==> src/rtl/series_if.sv <==
// series_if: start/stop/multiply handshake and status bundle between the
// series evaluator controller (slave side) and the user pins plus the
// accumulate/multiply datapath (master side).
interface series_if #(
   parameter int TERM_W = 5
);
   logic              start;
   logic              stop;
   logic              mul_done;
   logic              abort;
   logic [2:0]        state;
   logic              load;
   logic              acc_en;
   logic              mul_start;
   logic              fin_en;
   logic              busy;
   logic              done;
   logic [TERM_W-1:0] term_cnt;
   logic              limit_hit;

   modport master (
      output start, stop, mul_done, abort,
      input  state, load, acc_en, mul_start, fin_en, busy, done, term_cnt, limit_hit
   );

   modport slave (
      input  start, stop, mul_done, abort,
      output state, load, acc_en, mul_start, fin_en, busy, done, term_cnt, limit_hit
   );
endinterface

==> src/rtl/series_ctrl.sv <==
// series_ctrl: control FSM for the iterative Taylor-series evaluator.
// Sequences INIT -> ACCUM -> (MULT -> ACCUM)* -> FINISH, with a multi-cycle
// multiply handshake, a term counter and a synchronous abort.
// Optional feature: define SERIES_TERM_LIMIT_EN to force FINISH once
// MAX_TERMS accumulate steps have been taken (sets limit_hit).
// Every output is decoded from registered state only.
module series_ctrl #(
   parameter int TERM_W    = 5,
   parameter int MAX_TERMS = 16
) (
   input  logic     clk,
   input  logic     rst,
   series_if.slave  bus
);

   typedef enum logic [2:0] {
      S_IDLE   = 3'd0,
      S_ARMED  = 3'd1,
      S_INIT   = 3'd2,
      S_ACCUM  = 3'd3,
      S_FINISH = 3'd4,
      S_MULT   = 3'd5
   } state_t;

   if (MAX_TERMS < 1 || MAX_TERMS > (1 << TERM_W)) begin : g_max_terms_illegal
      $error("series_ctrl: MAX_TERMS must lie in 1..2**TERM_W");
   end

   state_t            state_q, state_d;
   logic [TERM_W-1:0] term_cnt_q, term_cnt_d;
   logic              limit_hit_q, limit_hit_d;
   logic              mul_first_q, mul_first_d;
   logic              limit_cond;

`ifdef SERIES_TERM_LIMIT_EN
   localparam logic [TERM_W-1:0] LIMIT_VAL = TERM_W'(MAX_TERMS - 1);
   // The last permitted ACCUM is the one entered with MAX_TERMS-1 completed terms.
   assign limit_cond = (term_cnt_q == LIMIT_VAL);
`else
   // No hard limit: only stop or abort ends ACCUM; term_cnt wraps freely.
   assign limit_cond = 1'b0;
`endif

   // State, term counter, limit flag and first-MULT-cycle marker registers.
   always_ff @(posedge clk or posedge rst) begin
      if (rst) begin
         state_q     <= S_IDLE;
         term_cnt_q  <= '0;
         limit_hit_q <= 1'b0;
         mul_first_q <= 1'b0;
      end else begin
         state_q     <= state_d;
         term_cnt_q  <= term_cnt_d;
         limit_hit_q <= limit_hit_d;
         mul_first_q <= mul_first_d;
      end
   end

   // Next-state logic: abort beats stop, stop beats the term limit.
   always_comb begin
      state_d     = state_q;
      term_cnt_d  = term_cnt_q;
      limit_hit_d = limit_hit_q;
      mul_first_d = 1'b0;
      if (bus.abort && state_q != S_IDLE) begin
         // Counters hold so software can see how far the cancelled run got.
         state_d = S_IDLE;
      end else begin
         case (state_q)
            S_IDLE:   if (bus.start) state_d = S_ARMED;
            S_ARMED: begin
               if (!bus.start) begin
                  // Clear on entry so INIT already shows a fresh count.
                  state_d     = S_INIT;
                  term_cnt_d  = '0;
                  limit_hit_d = 1'b0;
               end
            end
            S_INIT:   state_d = S_ACCUM;
            S_ACCUM: begin
               if (bus.stop) begin
                  state_d = S_FINISH;
               end else if (limit_cond) begin
                  state_d     = S_FINISH;
                  limit_hit_d = 1'b1;
               end else begin
                  state_d     = S_MULT;
                  term_cnt_d  = term_cnt_q + 1'b1;
                  mul_first_d = 1'b1;
               end
            end
            S_MULT:   if (bus.mul_done) state_d = S_ACCUM;
            S_FINISH: state_d = S_IDLE;
            default:  state_d = S_IDLE;
         endcase
      end
   end

   assign bus.state     = state_q;
   assign bus.load      = (state_q == S_INIT);
   assign bus.acc_en    = (state_q == S_ACCUM);
   assign bus.mul_start = (state_q == S_MULT) && mul_first_q;
   assign bus.fin_en    = (state_q == S_FINISH);
   assign bus.done      = (state_q == S_FINISH);
   assign bus.busy      = (state_q == S_INIT) || (state_q == S_ACCUM) ||
                          (state_q == S_MULT) || (state_q == S_FINISH);
   assign bus.term_cnt  = term_cnt_q;
   assign bus.limit_hit = limit_hit_q;

endmodule
==> src/flat_wrapper.sv <==
// flat-port wrapper written by rule: the top's interface ports become plain ports
module series_ctrl_flat 
#(
   parameter int TERM_W    = 5,
   parameter int MAX_TERMS = 16
)
  (clk, rst, bus_start, bus_stop, bus_mul_done, bus_abort, bus_state, bus_load, bus_acc_en, bus_mul_start, bus_fin_en, bus_busy, bus_done, bus_term_cnt, bus_limit_hit);
  series_if #(.TERM_W(TERM_W)) bus_i ();
  input  logic clk;
  input  logic rst;
  input wire logic [$bits(bus_i.start)-1:0] bus_start;
  input wire logic [$bits(bus_i.stop)-1:0] bus_stop;
  input wire logic [$bits(bus_i.mul_done)-1:0] bus_mul_done;
  input wire logic [$bits(bus_i.abort)-1:0] bus_abort;
  output wire logic [$bits(bus_i.state)-1:0] bus_state;
  output wire logic [$bits(bus_i.load)-1:0] bus_load;
  output wire logic [$bits(bus_i.acc_en)-1:0] bus_acc_en;
  output wire logic [$bits(bus_i.mul_start)-1:0] bus_mul_start;
  output wire logic [$bits(bus_i.fin_en)-1:0] bus_fin_en;
  output wire logic [$bits(bus_i.busy)-1:0] bus_busy;
  output wire logic [$bits(bus_i.done)-1:0] bus_done;
  output wire logic [$bits(bus_i.term_cnt)-1:0] bus_term_cnt;
  output wire logic [$bits(bus_i.limit_hit)-1:0] bus_limit_hit;
  assign bus_i.start = bus_start;
  assign bus_i.stop = bus_stop;
  assign bus_i.mul_done = bus_mul_done;
  assign bus_i.abort = bus_abort;
  assign bus_state = bus_i.state;
  assign bus_load = bus_i.load;
  assign bus_acc_en = bus_i.acc_en;
  assign bus_mul_start = bus_i.mul_start;
  assign bus_fin_en = bus_i.fin_en;
  assign bus_busy = bus_i.busy;
  assign bus_done = bus_i.done;
  assign bus_term_cnt = bus_i.term_cnt;
  assign bus_limit_hit = bus_i.limit_hit;
  series_ctrl #(.TERM_W(TERM_W), .MAX_TERMS(MAX_TERMS)) u_core (.clk(clk), .rst(rst), .bus(bus_i));
endmodule
==> config.mk <==
export PLATFORM = sky130hd
export DESIGN_NAME = series_ctrl_flat
export DESIGN_NICKNAME = d
export VERILOG_FILES = /design/src/rtl/series_if.sv /design/src/rtl/series_ctrl.sv /design/src/flat_wrapper.sv
export SDC_FILE = /design/constraint.sdc
export NUM_CORES = 1
export LEC_CHECK = 0
export BUFFER_PORTS_ARGS = -buffer_cell sky130_fd_sc_hd__buf_2
export CORE_UTILIZATION = 40
export DETAILED_ROUTE_END_ITERATION = 8
export PLACE_DENSITY = 0.69
export SLEW_MARGIN = 15
export SYNTH_ARGS = -nofsm -noshare
export SYNTH_HDL_FRONTEND = slang
export SYNTH_SLANG_ARGS = --single-unit
export TNS_END_PERCENT = 100
==> constraint.sdc <==
create_clock -name clk -period 3.2 [get_ports clk]
set_clock_uncertainty 0.15 [all_clocks]
set_input_delay 0.32 -clock clk [delete_from_list [all_inputs] [get_ports clk]]
set_output_delay 0.32 -clock clk [all_outputs]
set_load 0.05 [all_outputs]
; After elaboration in Yosys (flattened, before gate mapping)
; Index checks and enable logic that the tools add are counted.
; W data, S select, Z words.
[word_totals]
wordCells = 37
output_inout_bits = 15
in_bits = 6
register_bits = 9
[op_classes]
bitwise_logic = 1
n_mux = 12
n_reduce_logical = 10
n_eq_ne = 10
add_sub_neg = 1
[ops]
columns = op, n
row1 = $pmux W3 S5, 1
row2 = $mux W3, 4
row3 = $mux W5, 2
row4 = $pmux W5 S2, 1
row5 = $ne A3 B2 Y1 const B, 3
row6 = $eq A3 B2 Y1 const B, 2
row7 = $eq A3 B3 Y1 const B, 2
row8 = $add A5 B1 Y5 const B, 1
row9 = $mux W1, 4
row10 = $ne A2 B2 Y1 const B, 2
row11 = $reduce_and A4 Y1, 1
row12 = $eq A3 B1 Y1 const B, 1
row13 = $logic_not A3 Y1, 1
row14 = $logic_or A1 B1 Y1, 3
row15 = $reduce_and A3 Y1, 1
row16 = $reduce_bool A3 Y1, 1
row17 = $logic_and A1 B1 Y1, 2
row18 = $reduce_bool A2 Y1, 1
row19 = $not A1 Y1, 1

; Depth between registers and ports, before layout
; Gate-level depths: netlist (run 1).
[depth]
ltp_word = 4
ltp_mapped = 5
depth_no_buf = 5

; Worst setup path after synthesis (run 1)
; No wires, ideal clock.
[synth_timing]
kind = register -> output
from = reg u_core.state_q[1] (netlist: u_core.bus.state[1])
to = out bus_fin_en
required_ps = 2730
n_path_buf = 2
arrival_ps = 2080
setup_slack_ps = 650
stages_incl_launch_ff = 6
path_cell_list = dfrtp_1 -> clkbuf_1 -> inv_1 -> nand2_1 -> nor2_1 -> buf_4
[synth_via]
elab_chain_len = 1
[synth_lines]
columns = element, line_no
row1 = from (decl), series_ctrl.sv:29  ; state_t state_q, state_d;
row2 = from (signal assigned), series_ctrl.sv:52  ; state_q <= state_d;
row3 = $eq A3 B3 Y1, -
row4 = to (decl), flat_wrapper.sv:19  ; output wire logic [$bits(bus_i.fin_en)-1:0] bus_fin_en;
; Every way passes these cells.

; Worst setup path after layout (run 1)
[layout_timing]
from = reg u_core.state_q[1] (netlist: u_core.bus.state[1])
to = out bus_fin_en
[layout_via]
elab_chain_len = 1
[layout_lines]
columns = element, line_no
row1 = $eq A3 B3 Y1, series_ctrl.sv:103  ; assign bus.fin_en = (state_q == S_FINISH);
; Every way passes these cells.

==> flow_metrics.tcl, run 1 <==
set metrics [dict create \
    finalHoldViolCount 0 \
    layout_common_cells "buf_2 (19), dfrtp_1 (9), nand2_1 (8)" \
    synth_cell_types 26 \
    area_delta_synth_final_pct 21.5 \
    cts.sinks 9 \
    gp_congestion 0.884 \
    post-route-util_pct 52.1 \
    core_um2 1300 \
    post-place-ws_ps 1550 \
    finalCritPeriodShare_pct 60.2 \
    path_max_fanout 10 \
    synthCells 66 \
    drive_gt1_share_pct 30.2 \
    netlist_area_um2 558 \
    drc 0 \
    fin_crit_ps 1930 \
    slew_violations 0 \
    antenna_cells 0 \
    multi_input_area_um2 292 \
    nets 94 \
    seq_area_um2 225 \
    drv_cap 0 \
    grt_pass1_wl_um 1710 \
    dp.cells 96 \
    cp-start-kind "register" \
    n_fill_cell 125 \
    clk_pin_slew_ps 70 \
    power.total_mw 0.420 \
    critPathRequiredTime_ps 2730 \
    setup_viol 0 \
    hold_ws_ps 122 \
    yosysTopAreaCellShare_pct 40.4 \
    yosys.area.top_type "dfrtp_1" \
    via_per_inst 5.23 \
    worstPathCellList "inv_1, nand2_1, nor2_1, buf_2" \
    drt_wl_total_um 1110 \
    max_stage_delay_ps 470 \
    status "finished clean" \
    ys_seq_area_share_pct 40.4 \
    design_area_um2 678 \
    criticalPathCategory "register to primary output" \
    cpMaxStageDelayCell "dfrtp_1" \
    ios 21 \
    fp.dieW_um 39.4 \
    power_density_nw_per_um2 619 \
    holdBufCountCts 1 \
    wl_per_cell_um 11.0 \
    post-cts-setup-buffer-count 0 \
    cts_resized 0 \
    fmax_mhz 519 \
    drt_pass1_iterations 4 \
    die_h_um 39.4 \
    instances_no_fill 101 \
    initial_core_util_pct 42.9 \
    final_common_cell "buf_2" \
    rows 13 \
    cp-end-kind "primary output" \
    root_buffer "clkbuf_4" \
    grt_max_degree 11 \
    htree_levels 1 \
    drtIter0Drc 13 \
    setup-tns-final_ps 0 \
    clk_latency_ps 260 \
    synth_nets 73 \
    worstHoldPathType "input pin to register" \
    numCtsBuffers 3 \
    num_vias 528 \
    ys_seq_elements 9 \
    synthTopCellsByArea "dfrtp_1 (40%), nand2b_1 (5.6%), a21oi_1 (5.4%)" \
    post_dp_cell_area_um2 642 \
    grtUsageTotal_pct 16.6 \
    vdd_drop_max_v 0.000253 \
    dp_hpwl_um 874 \
    dieArea_um2 1550 \
    grt_pass1_vias 417 \
    power.leakage_nw 0.360 \
    yosysWarnings 0 \
    finalWorstSetupSlack_ps 1270 \
    cts_buffer_depth 2 \
    critPathArrivalTime_ps 1460 \
    antenna_found_initial 0 \
    cts_tree "yes" \
    rsz0062_at_grt "false" \
    io_buffer_count 19 \
    final_antenna_net_count 0 \
    postSynthAreaPerCell_um2 8.46 \
    grt_overflow 0 \
]
[cell type report]
class                      instances  area share, %
timing repair buffer              20           15.5
sequential                         9           33.2
multi-input combinational         50           43.0
tap                               15           2.77
inverter                           3           1.66
clock buffer                       4           3.87
[registers in the layout, summed over array words and instances (netlist names)]
register / cells
u_core.bus.state: 3
u_core.bus.term_cnt: 5
u_core.mul_first_q: 1
[critical path, delay by kind of cell (launching register included)]
family                 cells  cell delay [ps]
and+or+nand+nor            2              240
DFF                        1              470
buffers and inverters      2              480
[cells by family (layout without fill, tap and decap cells)]
logic type	after synthesis	count (layout)	share of synthesized area, %
DFF	9	9	40.4
muxes	2	2	3.59
buffers and inverters	7	27	7.40
and+or+nand+nor	32	32	29.8
adders and majority gates	1	1	2.24
other	1	1	0.672
AOI/OAI and AO/OA	14	14	15.9
[routing by layer]
metal	wire length (um)	track usage, %	share of wire [%]
met1	509	21.6	46
met2	559	26.3	50
met3	31	3.41	2.8
met4	12	6.90	1.1
met5	0	0	0
[where the power goes]
group	leakage, nW	switching (mW)	internal [mW]
Sequential	0.122	0.0251	0.130
Combinational	0.223	0.128	0.0471
Clock	0.0150	0.0413	0.0481
Total	0.360	0.195	0.225
[worst paths after layout]
path / startpoint / to / slack (ps) / depth (start not counted)
hold reg to reg: u_core.bus.term_cnt[3] / u_core.bus.term_cnt[3] / 410 / 2
max in group asynchronous: rst / u_core.bus.term_cnt[1] / 2230 / 3
setup reg to reg: u_core.bus.state[2] / u_core.bus.term_cnt[4] / 1580 / 2
hold / removal: bus_abort / u_core.bus.state[1] / 120 / 2
setup / recovery: u_core.bus.state[1] / bus_fin_en / 1270 / 4
min in group asynchronous: rst / u_core.mul_first_q / 410 / 3
[Yosys cell counts]
cell type / count
o21ai_1: 1
o21ai_0: 2
inv_1: 3
or2_2: 1
o21a_1: 1
nor2b_1: 1
buf_4: 2
and2_1: 1
and3b_1: 1
o32ai_1: 1
buf_6: 1
clkbuf_1: 1
a221o_1: 1
dfrtp_1: 9
nor3b_2: 1
ha_1: 1
mux2i_1: 2
nand2b_1: 5
conb_1: 1
or3b_1: 1
nor2_1: 7
a21oi_1: 6
nor3_1: 4
o21ai_2: 2
nand2_1: 8
nand3_1: 2
Note: power is estimated with default switching activity, not from simulation.
==> run 2: changes to the inputs <==
==> constraint.sdc (replaced) <==
create_clock -name clk -period 1.95 [get_ports clk]
set_clock_uncertainty 0.15 [all_clocks]
set_input_delay 0.195 -clock clk [delete_from_list [all_inputs] [get_ports clk]]
set_output_delay 0.195 -clock clk [all_outputs]
set_load 0.05 [all_outputs]
==> flow_metrics.tcl, run 2 (synthesis gave the netlist of run 1 again) <==
set metrics [dict create \
    status "finished clean" \
    root_buffer "clkbuf_4" \
    antenna_found_initial 0 \
    setup_viol 0 \
    drt_wl_total_um 1170 \
    drv_cap 0 \
    ios 21 \
    rr_endpoint "u_core.bus.term_cnt[1]" \
    criticalPathCategory "register to primary output" \
    power_density_nw_per_um2 1010 \
    r2r_cells 4 \
    drtIter0Drc 11 \
    grt_util_met3_pct 5.11 \
    final_common_cell "buf_2" \
    io_buffer_count 19 \
    grt_pass1_wl_um 1660 \
    hold_depth 2 \
    gr-usage-met1_pct 22.5 \
    via_per_inst 4.89 \
    cts_tree "yes" \
    netSwitchingFraction_pct 46.5 \
    grt-busiest-layer "met2" \
    multi_input_area_um2 299 \
    drc 0 \
    power.leakage_nw 0.360 \
    htree_levels 1 \
    power.total_mw 0.690 \
    nets 94 \
    final_antenna_net_count 0 \
    cp-end-kind "primary output" \
    sequentialPowerShare_pct 37.5 \
    n_fill_cell 138 \
    fmax_mhz 548 \
    path_max_fanout 10 \
    r2r_setup_slack_ps 260 \
    power.share.clock_pct 20.7 \
    initial_core_util_pct 42.9 \
    combinationalPowerShare_pct 41.7 \
    grt_pass1_vias 378 \
    grt_max_degree 11 \
    num_vias 494 \
    core_um2 1300 \
    rr_startpoint "u_core.bus.state[0]" \
    min_to "u_core.bus.state[1]" \
    cts_buffer_depth 2 \
    clk_latency_ps 260 \
    grt_overflow 0 \
    finalCritPeriodShare_pct 93.6 \
    seq_area_um2 225 \
    gp_congestion 0.856 \
    grtUsageTotal_pct 16.6 \
    setup-tns-final_ps 0 \
    finalHoldViolCount 0 \
    fp.dieW_um 39.4 \
    cp-start-kind "register" \
    rsz0062_at_grt "false" \
    rows 13 \
    intPower_mw 0.369 \
    post-cts-setup-buffer-count 0 \
    dieArea_um2 1550 \
    die_h_um 39.4 \
    area_delta_synth_final_pct 22.9 \
    critPathRequiredTime_ps 1600 \
    vdd_drop_max_v 0.000496 \
    hp-start "bus_abort" \
    layout_common_cells "buf_2 (19), dfrtp_1 (9), nand2_1 (8)" \
    cts.sinks 9 \
    dp_hpwl_um 853 \
    met2_usage_pct 22.5 \
    largest_reg_flops 5 \
    fin_crit_ps 1820 \
    clk_pin_slew_ps 60 \
    drive_gt1_share_pct 31.4 \
    antenna_cells 0 \
    p_switching_mw 0.320 \
    worstHoldPathType "input pin to register" \
    cts_resized 0 \
    slew_violations 0 \
    wl_per_cell_um 11.5 \
    drt_pass1_iterations 4 \
    critPathArrivalTime_ps 1480 \
    numCtsBuffers 3 \
]
[run 2: repair_timing]
item,4_1_cts,5_1_grt
hold endpoints to repair,9,0
setup endpoints to repair,0,0
hold buffers,1,0
[run 2: critical path: stages, from the launching register on]
cell and delay (ps):
dfrtp_1 480, inv_1 200, nand2_1 160, nor2_4 110, buf_2 270
[run 2: how the worst max path moves through the flow]
stage	startpoint	end
after floorplan	u_core.bus.state[1]	bus_acc_en
after global placement	u_core.bus.state[0]	u_core.bus.term_cnt[4]
after detailed placement	u_core.bus.state[0]	u_core.bus.term_cnt[2]
after CTS	u_core.bus.state[1]	bus_done
after global routing	u_core.bus.state[1]	bus_done
final	u_core.bus.state[1]	bus_done
[run 2: power by group through the flow]
stage / registers (mW) / clock network [mW] / logic (mW)
after floorplan: 0.342 / 0 / 0.150
after detailed placement: 0.262 / 0 / 0.287
after CTS: 0.258 / 0.150 / 0.290
after global routing: 0.263 / 0.158 / 0.307
final: 0.259 / 0.143 / 0.288
after global placement: 0.260 / 0 / 0.285
[run 2: area by class of cell]
class                   instances  area share, %
inverters                       3           1.64
clock buffers                   4           3.83
flip-flops and latches          9           32.8
repair buffers                 20           15.3
well taps                      15           2.74
multi-input cells              50           43.6
[run 2: per-stage QoR]
stage               util, %  hold WS, ps  instances  instance area (um2)  setup WS, ps
floorplan                 -         -127         66                  566         -78.8
global placement       49.9         30.4         96                  649           334
detailed placement     49.9         28.6         96                  649           305
CTS                    52.7         10.1        101                  686           107
global route           52.7         18.3        101                  686          26.1
finish                 52.7         13.8        101                  686           125
[run 2: routing by layer]
metal  part of all wire, %  routed length [um]
met5                     0                   0
met4                  0.86                  10
met3                   3.7                  43
met2                    45                 530
met1                    50                 580
